**src/rtl/muldiv_if.sv**
```systemverilog
// muldiv_if: EX-stage <-> multiply/divide unit bundle.
//   master : EX stage side. It drives start/op/src_a/src_b/annul/ex_advance
//            and receives stallreq/result_valid/hi_o/lo_o/div_by_zero.
//   slave  : the multiply/divide unit, with the opposite directions.
//   WIDTH  : operand and result width.
interface muldiv_if #(
  parameter int WIDTH = 32
);
  logic             start;
  logic [1:0]       op;
  logic [WIDTH-1:0] src_a;
  logic [WIDTH-1:0] src_b;
  logic             annul;
  logic             ex_advance;
  logic             stallreq;
  logic             result_valid;
  logic [WIDTH-1:0] hi_o;
  logic [WIDTH-1:0] lo_o;
  logic             div_by_zero;

  modport master (
    output start, op, src_a, src_b, annul, ex_advance,
    input  stallreq, result_valid, hi_o, lo_o, div_by_zero
  );

  modport slave (
    input  start, op, src_a, src_b, annul, ex_advance,
    output stallreq, result_valid, hi_o, lo_o, div_by_zero
  );
endinterface

```
**src/rtl/muldiv_unit.sv**
```systemverilog
// muldiv_unit: multi-cycle multiply/divide unit for the EX stage.
//   op 00 mult, 01 multu, 10 div, 11 divu. Multiplies take MUL_LAT cycles
//   through a product register pipeline. Divides run radix-2 restoring on
//   operand magnitudes, one quotient bit per cycle, with sign fix-up
//   applied as the result is written.
//   Results sit in hi_o/lo_o (mul: product high/low, div: remainder/quotient)
//   until the EX stage advances. annul aborts any operation.
// Ports:
//   clk  clock
//   rst  synchronous active-high reset
//   bus  muldiv_if.slave: start, op, src_a, src_b, annul, ex_advance in;
//        stallreq, result_valid, hi_o, lo_o, div_by_zero out
module muldiv_unit #(
  parameter int WIDTH   = 32,
  parameter int MUL_LAT = 2
) (
  input logic     clk,
  input logic     rst,
  muldiv_if.slave bus
);

  localparam int CNT_W = $clog2((WIDTH > MUL_LAT) ? WIDTH : MUL_LAT) + 1;
  localparam logic [CNT_W-1:0] CNT_MUL = CNT_W'(MUL_LAT - 1);
  localparam logic [CNT_W-1:0] CNT_DIV = CNT_W'(WIDTH - 1);

  typedef enum logic [1:0] {
    S_IDLE,
    S_MUL,
    S_DIV,
    S_DONE
  } state_t;

  state_t           state;
  state_t           state_nx;
  logic [CNT_W-1:0] cnt;

  logic             accept;
  logic             b_zero;
  logic             ld_mul;
  logic             ld_div;
  logic             ld_dbz;
  logic             stall;

  logic [1:0]              op_p0;
  logic signed [WIDTH-1:0] a_p0;
  logic signed [WIDTH-1:0] b_p0;
  logic [WIDTH-1:0]        dvs_p0;

  logic signed [2*WIDTH-1:0] a_ext;
  logic signed [2*WIDTH-1:0] b_ext;
  logic signed [2*WIDTH-1:0] prod_p0;
  logic signed [2*WIDTH-1:0] prod_tap;

  logic [WIDTH-1:0] rem_p1;
  logic [WIDTH-1:0] quo_p1;
  logic [WIDTH:0]   rem_sh;
  logic [WIDTH:0]   diff;
  logic [WIDTH-1:0] rem_nx;
  logic [WIDTH-1:0] quo_nx;
  logic             neg_q;
  logic             neg_r;

  logic [WIDTH-1:0] hi_r;
  logic [WIDTH-1:0] lo_r;
  logic             dbz_r;

  function automatic logic [WIDTH-1:0] magnitude(input logic [WIDTH-1:0] v,
                                                 input logic is_signed);
    return (is_signed && v[WIDTH-1]) ? -v : v;
  endfunction

  function automatic logic [WIDTH-1:0] sign_fix(input logic [WIDTH-1:0] v,
                                                input logic neg);
    return neg ? -v : v;
  endfunction

  // Control decode
  always_comb begin
    b_zero = (bus.src_b == '0);
    accept = (state == S_IDLE) && bus.start && !bus.annul;
    ld_dbz = accept && bus.op[1] && b_zero;
    ld_mul = (state == S_MUL) && (cnt == '0) && !bus.annul;
    ld_div = (state == S_DIV) && (cnt == '0) && !bus.annul;
  end

  always_comb begin
    state_nx = state;
    case (state)
      S_IDLE: begin
        if (accept) begin
          if (!bus.op[1]) begin
            state_nx = S_MUL;
          end else if (b_zero) begin
            state_nx = S_DONE;
          end else begin
            state_nx = S_DIV;
          end
        end
      end
      S_MUL:   if (cnt == '0) state_nx = S_DONE;
      S_DIV:   if (cnt == '0) state_nx = S_DONE;
      S_DONE:  if (bus.ex_advance) state_nx = S_IDLE;
      default: state_nx = S_IDLE;
    endcase
    if (bus.annul) begin
      state_nx = S_IDLE;
    end
  end

  // A divide by zero is resolved entirely at accept time, so it never stalls.
  always_comb begin
    stall = 1'b0;
    if (!bus.annul) begin
      case (state)
        S_IDLE:  stall = bus.start && !(bus.op[1] && b_zero);
        S_MUL:   stall = 1'b1;
        S_DIV:   stall = 1'b1;
        default: stall = 1'b0;
      endcase
    end
  end

  always_ff @(posedge clk) begin
    if (rst) begin
      state <= S_IDLE;
    end else begin
      state <= state_nx;
    end
  end

  always_ff @(posedge clk) begin
    if (rst || bus.annul) begin
      cnt <= '0;
    end else if (accept) begin
      if (!bus.op[1]) begin
        cnt <= CNT_MUL;
      end else if (b_zero) begin
        cnt <= '0;
      end else begin
        cnt <= CNT_DIV;
      end
    end else if (((state == S_MUL) || (state == S_DIV)) && (cnt != '0)) begin
      cnt <= cnt - 1'b1;
    end
  end

  // Stage p0: operands captured at accept; divider seeded with magnitudes
  always_ff @(posedge clk) begin
    if (accept) begin
      op_p0  <= bus.op;
      a_p0   <= bus.src_a;
      b_p0   <= bus.src_b;
      dvs_p0 <= magnitude(bus.src_b, !bus.op[0]);
      quo_p1 <= magnitude(bus.src_a, !bus.op[0]);
      rem_p1 <= '0;
    end else if (state == S_DIV) begin
      rem_p1 <= rem_nx;
      quo_p1 <= quo_nx;
    end
  end

  always_comb begin
    if (op_p0[0]) begin
      a_ext = {{WIDTH{1'b0}}, a_p0};
      b_ext = {{WIDTH{1'b0}}, b_p0};
    end else begin
      a_ext = {{WIDTH{a_p0[WIDTH-1]}}, a_p0};
      b_ext = {{WIDTH{b_p0[WIDTH-1]}}, b_p0};
    end
    prod_p0 = a_ext * b_ext;
  end

  // Stage p1..: product register pipeline, advanced only while in MUL
  generate
    if (MUL_LAT == 1) begin : g_mul_comb
      assign prod_tap = prod_p0;
    end else begin : g_mul_pipe
      logic signed [2*WIDTH-1:0] prod_p1 [MUL_LAT-1];

      always_ff @(posedge clk) begin
        if (state == S_MUL) begin
          prod_p1[0] <= prod_p0;
          for (int k = 1; k < MUL_LAT - 1; k++) begin
            prod_p1[k] <= prod_p1[k-1];
          end
        end
      end

      assign prod_tap = prod_p1[MUL_LAT-2];
    end
  endgenerate

  // Stage p1: one restoring-division step; the remainder shifts in the next
  // dividend bit and the trial subtraction decides the quotient bit.
  always_comb begin
    rem_sh = {rem_p1, quo_p1[WIDTH-1]};
    diff   = rem_sh - {1'b0, dvs_p0};
    if (!diff[WIDTH]) begin
      rem_nx = diff[WIDTH-1:0];
      quo_nx = {quo_p1[WIDTH-2:0], 1'b1};
    end else begin
      rem_nx = rem_sh[WIDTH-1:0];
      quo_nx = {quo_p1[WIDTH-2:0], 1'b0};
    end
    // Quotient truncates toward zero; remainder follows the dividend.
    // min / -1 falls out naturally: the magnitude quotient is already min.
    neg_q = !op_p0[0] && (a_p0[WIDTH-1] ^ b_p0[WIDTH-1]);
    neg_r = !op_p0[0] && a_p0[WIDTH-1];
  end

  // Result registers: written only on entry to DONE
  always_ff @(posedge clk) begin
    if (rst) begin
      hi_r  <= '0;
      lo_r  <= '0;
      dbz_r <= 1'b0;
    end else if (ld_dbz) begin
      hi_r  <= bus.src_a;
      lo_r  <= '1;
      dbz_r <= 1'b1;
    end else if (ld_mul) begin
      hi_r  <= prod_tap[2*WIDTH-1:WIDTH];
      lo_r  <= prod_tap[WIDTH-1:0];
      dbz_r <= 1'b0;
    end else if (ld_div) begin
      hi_r  <= sign_fix(rem_nx, neg_r);
      lo_r  <= sign_fix(quo_nx, neg_q);
      dbz_r <= 1'b0;
    end
  end

  assign bus.stallreq     = stall;
  assign bus.result_valid = (state == S_DONE);
  assign bus.hi_o         = hi_r;
  assign bus.lo_o         = lo_r;
  assign bus.div_by_zero  = dbz_r;

endmodule
```
**src/flat_wrapper.sv**
```systemverilog
// flat-port wrapper written by rule: the top's interface ports become plain ports
module muldiv_unit_flat 
#(
  parameter int WIDTH   = 32,
  parameter int MUL_LAT = 2
)
  (clk, rst, bus_start, bus_op, bus_src_a, bus_src_b, bus_annul, bus_ex_advance, bus_stallreq, bus_result_valid, bus_hi_o, bus_lo_o, bus_div_by_zero);
  muldiv_if #(.WIDTH(WIDTH)) bus_i ();
  input logic clk;
  input logic rst;
  input wire logic [$bits(bus_i.start)-1:0] bus_start;
  input wire logic [$bits(bus_i.op)-1:0] bus_op;
  input wire logic [$bits(bus_i.src_a)-1:0] bus_src_a;
  input wire logic [$bits(bus_i.src_b)-1:0] bus_src_b;
  input wire logic [$bits(bus_i.annul)-1:0] bus_annul;
  input wire logic [$bits(bus_i.ex_advance)-1:0] bus_ex_advance;
  output wire logic [$bits(bus_i.stallreq)-1:0] bus_stallreq;
  output wire logic [$bits(bus_i.result_valid)-1:0] bus_result_valid;
  output wire logic [$bits(bus_i.hi_o)-1:0] bus_hi_o;
  output wire logic [$bits(bus_i.lo_o)-1:0] bus_lo_o;
  output wire logic [$bits(bus_i.div_by_zero)-1:0] bus_div_by_zero;
  assign bus_i.start = bus_start;
  assign bus_i.op = bus_op;
  assign bus_i.src_a = bus_src_a;
  assign bus_i.src_b = bus_src_b;
  assign bus_i.annul = bus_annul;
  assign bus_i.ex_advance = bus_ex_advance;
  assign bus_stallreq = bus_i.stallreq;
  assign bus_result_valid = bus_i.result_valid;
  assign bus_hi_o = bus_i.hi_o;
  assign bus_lo_o = bus_i.lo_o;
  assign bus_div_by_zero = bus_i.div_by_zero;
  muldiv_unit #(.WIDTH(WIDTH), .MUL_LAT(MUL_LAT)) u_core (.clk(clk), .rst(rst), .bus(bus_i));
endmodule
```
**config.mk**
```make
export PLATFORM = sky130hd
export DESIGN_NAME = muldiv_unit_flat
export DESIGN_NICKNAME = d
export VERILOG_FILES = /design/src/rtl/muldiv_if.sv /design/src/rtl/muldiv_unit.sv /design/src/flat_wrapper.sv
export SDC_FILE = /design/constraint.sdc
export NUM_CORES = 2
export LEC_CHECK = 0
export ABC_AREA = 1
export BUFFER_PORTS_ARGS = -buffer_cell sky130_fd_sc_hd__buf_2
export CORE_ASPECT_RATIO = 0.9
export CORE_MARGIN = 10
export CORE_UTILIZATION = 40
export DETAILED_ROUTE_END_ITERATION = 8
export GPL_TIMING_DRIVEN = 0
export PLACE_DENSITY = 0.69
export SYNTH_ARGS = -nofsm -noshare
export SYNTH_HDL_FRONTEND = slang
export SYNTH_SLANG_ARGS = --single-unit
```
**constraint.sdc**
```tcl
create_clock -name clk -period 9.6 [get_ports clk]
set_input_delay 0.96 -clock clk [delete_from_list [all_inputs] [get_ports clk]]
set_output_delay 0.96 -clock clk [all_outputs]
set_load 0.02 [all_outputs]
```
* After elaboration in Yosys (flattened, before gate mapping)
Memories as Yosys holds them, arrays and structs flattened. Index checks and enable logic that the tools add are counted.
Storage, ports and cells: register bits 234, memories kept 1, bits of input ports 71, output and inout port bits 67, memory bits (writable) 64
Memory list:
- u_core.g_mul_pipe.prod_p1 | words 1, width 64, rd ports 1, clocked after Yosys merged registers in 0, write ports 1, line muldiv_unit.sv:178 | logic signed [2*WIDTH-1:0] prod_p1 [MUL_LAT-1];
Operators by class: add/sub/neg operators 6, eq/ne operators 6, reduce and logical (&&, ||, !) cells 31, bitwise logic cells 1, multiplexer cells 33, $mul 1
Operators by type and width (count):
- $mux 32 | 13
- $mux 64 | 2
- $neg 32->32 | 4
- $mul 64x64->64 | 1
- $sub 33x32->33 | 1
- $logic_not 32->1 | 1
- $mux 6 | 3
- $logic_and 1x1->1 | 15
- $mux 1 | 8
- $mux 2 | 4
- $logic_not 6->1 | 1
- $pmux 2 s3 | 1
- $reduce_bool 6->1 | 1
- $sub 6x1->6 const B | 1
- $mux 5 | 1
- $eq 2x2->1 const B | 2
- $logic_not 1->1 | 4
- $ne 2x1->1 const B | 2
- $reduce_bool 2->1 | 2
- $reduce_or 2->1 | 2
- $reduce_and 3->1 | 1
- $reduce_bool 3->1 | 1
- $eq 2x1->1 const B | 1
- $logic_not 2->1 | 1
- other kinds (4) | 5

* Depth between registers and ports, before layout
word-level depth 7, mapped depth 39

* Least setup slack after synthesis
OpenSTA, ideal clock, no wires.
kind reg-to-reg, start register u_core.op_p0[0], end memory u_core.g_mul_pipe.prod_p1[0][63] (netlist name), data pin, required time 9.335 ns, cell stages (with the launch flop) 32, data arrival time 9.174 ns, setup time 0.265 ns, period minus slack after synthesis 9.439 ns, setup slack 0.161 ns, cell sequence edfxtp_1 > clkbuf_1 > clkbuf_1 > buf_1 > clkbuf_1 > nor2_1 > fa_1 > inv_1 > fa_1 > inv_1 > fa_1 > inv_1 > fa_1 > inv_1 > fa_1 > inv_1 > fa_1 > inv_1 > fa_1 > inv_1 > fa_1 > inv_1 > fa_1 > inv_1 > fa_1 > inv_1 > ha_1 > a21oi_1 > nor3_1 > a2111oi_0 > o211ai_1 > xor2_1
Between the ends: word-level cells in the longest chain between the ends 2, elaborated cells on any way between the ends 3, classes of those cells 1 x mul; 2 x mux
Ends and longest elaborated chain:
- start, declared | line muldiv_unit.sv:44 | logic [1:0] op_p0;
- start signal, assigned | line muldiv_unit.sv:150 | op_p0 <= bus.op;
- $mux 64 | line muldiv_unit.sv:163 | if (op_p0[0]) begin
- $mul 64x64->64 * | line muldiv_unit.sv:170 | prod_p0 = a_ext * b_ext;
- via u_core.prod_p0[63] | line muldiv_unit.sv:51 | logic signed [2*WIDTH-1:0] prod_p0;
- end, declared | line muldiv_unit.sv:178
The timed path passes the listed nets; every way through them passes the cells marked *.

* Worst setup path in the final report
start register u_core.a_p0[22], end memory u_core.g_mul_pipe.prod_p1[0][59] (netlist name), data pin
Between the ends: word-level cells in the longest chain between the ends 2
Ends and longest elaborated chain:
- start, declared | line muldiv_unit.sv:45 | logic signed [WIDTH-1:0] a_p0;
- start signal, assigned | line muldiv_unit.sv:151 | a_p0 <= bus.src_a;
- $mux 64 | line muldiv_unit.sv:163
- $mul 64x64->64 | line muldiv_unit.sv:170
- via u_core.prod_p0[59] | line muldiv_unit.sv:51
The timed path passes the listed nets, and every way through them passes these cells.

==> key figures <==
GRT
  – Global route overflow: 0
  – Initial antenna violation count: 17
  – First-pass GRT wire length: 377 mm
  – Largest net degree at the start of global routing: 68
  – Tot GR Track Use: 0.282
  – Number of global-route vias before repair: 56000

Critical path
  – CP dominant cell by count: fa_1
  – Critical Path AT: 9.78 ns
  – WP buf/inv: 6
  – Setup crit end kind: flop
  – Crit path kind: reg2reg
  – Slowest stage delay, CP: 0.76 ns
  – CP Max Fanout: 10
  – Reg2Reg Setup Slack: 0.14 ns
  – Slowest CP cell: edfxtp_1
  – Worst Path Required: 9.92 ns
  – Reg2Reg Depth: 30
  – Crit path launch type: flop
  – Worst path top cell family by delay: adder cells
  – Reg2reg start: u_core.a_p0[22]$_DFFE_PP_
  – Worst r2r dst: u_core.g_mul_pipe.prod_p1[0][59]$_DFFE_PN_

STA
  – TNS Setup: 0 ns
  – Slew @ Worst Pin: 1.40 ns
  – Fmax: 106 MHz
  – Min Tclk post-route: 9.46 ns
  – Setup ws final: 0.136 ns
  – Period utilization: 0.986
  – Relative slew margins: 0.0645
  – Clock skew: 0.0266 ns
  – Final hold vios: 0
  – Hold WS: 0.486 ns
  – Final setup violation count: 0
  – Max-slew violation count: 0

Yosys
  – Ranking of synthesized cells by area: fa_1, inv_1, nand2_1
  – Synth Warn #: 0
  – Syn Area/Cell: 8.24 um^2
  – Share of synthesized flip-flops with an asynchronous set or reset: 0
  – Main flop type after synthesis: edfxtp_1
  – Syn Nets: 9927
  – Top cell type's share of synthesized area: 0.430
  – FF+latch count, synth: 297
  – Synthesized cell area: 66300 um^2
  – Post-synth EDFFs: 192
  – Cells after Synth: 8039
  – Sequential share of the synthesized area: 0.119
  – Biggest area consumer among synthesized cells: fa_1
  – Synth unique cells: 58

Cells and area
  – Layout cells sized above 1: 0.0738
  – Final #Nets: 10200
  – Layout Area Growth over Synthesis: 9.20%
  – Post-route insts no fill: 10500
  – Fillers: 16500
  – Commonest non-fill, non-tap cell in the layout: inv_1
  – Multi-input logic area: 48300 um^2
  – Most frequent cells in the layout: inv_1, nand2_1, fa_1, ha_1, nor2_1
  – Seq. cell area: 7870 um^2

Drt
  – Via density: 5.20
  – Vias: 54700
  – Post-route ant nets: 0
  – Post-route DRC: 0
  – Post-DR wirelength/cell: 24.6 um
  – Pre-antenna DRT Iters: 6
  – Starting DRT DRC Count: 5788
  – Routed WL: 259 mm

Clocking
  – Num CTS Buffers: 30
  – H-tree depth: 1
  – Clock slew at reported path FFs: 0.07 ns
  – Sink Count: 297
  – Maximum clock insertion buffer count: 3
  – Worst-Skew Late Latency: 0.60 ns
  – CTS tree: done
  – Hold buffers post-CTS: 0
  – Clk root buf: clkbuf_16

Die
  – Die height: 406 um
  – Core Footprint: 164000 um^2
  – Chip width: 449 um
  – I/O pin count: 138
  – Die area: 182000 um^2
  – Cell Rows: 141
  – Initial Util: 0.403

Hold path
  – Hold path start: u_core.cnt[0]$_SDFFE_PP0P_
  – WHS Endpoint: u_core.cnt[0]$_SDFFE_PP0P_
  – Worst hold path depth: 2
  – HP Class: reg2reg

Placement
  – DP Cell Count: 10400
  – Gpl congestion: 1.06
  – Dpl hpwl: 222 mm
  – Pre-CTS setup slack: -4.07 ns
  – IO Port Bufs: 137

Status
  – Status: complete, no violations

Run
  – Maxcap violations: 0
## tightest hold or removal path: stages, from the launching register on
cell	delay, ns
dfxtp_1	0.31
nand2_1	0.06
a21oi_1	0.06
## stage by stage
stage | instance area (um^2) | util
floorplan | 66300 | -
global placement | 69700 | 0.424
detailed placement | 69800 | 0.425
CTS | 71900 | 0.437
global route | 72400 | 0.440
finish | 72400 | 0.440
## state kept, by name (all words and copies together), names as in the netlist
name and flops:
u_core.state 2, u_core.a_p0 32, u_core.b_p0 31, u_core.bus.lo_o 32
u_core.bus.div_by_zero 1, u_core.g_mul_pipe.prod_p1 64, u_core.op_p0 1, u_core.bus.hi_o 32
u_core.quo_p1 32, u_core.rem_p1 32, u_core.dvs_p0 32, u_core.cnt 6
## what timing repair did
item / CTS / global route
buffers inserted: 64 / 23
pin swaps: 9 / 12
gates resized for setup: 210 / 166
cloned: 0 / 1
setup endpoints to repair: 31 / 15
## cells by family (layout without fill, tap and decap cells)
kind of cell	count (synthesis)	count (layout)	share of synthesized area
AOI/OAI and AO/OA	517	517	0.0438
xor gates and xnor gates	194	194	0.0256
adders and majority gates	1817	1817	0.504
buffers and inverters	2773	3035	0.158
DFF	297	297	0.119
other	0	7	0
and+or+nand+nor	2441	2441	0.150
## cells in the mapped netlist (22+ instances only)
library cell / n
inv_1: 2478
nand2_1: 1715
fa_1: 1422
ha_1: 395
nor2_1: 362
clkbuf_1: 258
a21oi_1: 209
edfxtp_1: 192
nand3_1: 192
o21ai_0: 158
xor2_1: 113
dfxtp_1: 105
xnor2_1: 81
nor3_1: 43
o22ai_1: 30
a31oi_1: 28
nand4_1: 24
nand2_2: 22
## routing by layer
metal  global-route usage  up-vias  wire, um
met5                    0        -       175
met4                0.138       16     16500
met3               0.0662      633     29200
met2                0.426     2975    111000
met1                0.381    27500    102000
li1                     -    23600         -
## layout make-up
class                   instances  area share
inverters                    2491       0.130
repair buffers                228      0.0237
plain buffers                 261      0.0188
well taps                    2216      0.0383
clock inverters                24     0.00320
flip-flops and latches        297       0.109
multi-input cells            4969       0.667
clock buffers                  31      0.0104
diodes                          7    0.000242
## how the worst max path moves through the flow
stage / from / cells past startpoint / endpoint / slack (ns)
after detailed placement: u_core.op_p0[0]$_DFFE_PP_ / 33 / u_core.g_mul_pipe.prod_p1[0][62]$_DFFE_PN_ / -4.07
after global routing: u_core.op_p0[0]$_DFFE_PP_ / 32 / u_core.g_mul_pipe.prod_p1[0][63]$_DFFE_PN_ / -0.03
final: u_core.a_p0[22]$_DFFE_PP_ / 30 / u_core.g_mul_pipe.prod_p1[0][59]$_DFFE_PN_ / 0.14
after global placement: u_core.op_p0[0]$_DFFE_PP_ / 33 / u_core.g_mul_pipe.prod_p1[0][62]$_DFFE_PN_ / -3.97
after CTS: u_core.b_p0[1]$_DFFE_PP_ / 31 / u_core.g_mul_pipe.prod_p1[0][59]$_DFFE_PN_ / 0.006
after floorplan: u_core.op_p0[0]$_DFFE_PP_ / 31 / u_core.g_mul_pipe.prod_p1[0][63]$_DFFE_PN_ / 0.16
Power is left out: the tool's default activity adds up to more than one toggle a clock period on the data nets, which glitch-free logic cannot reach.
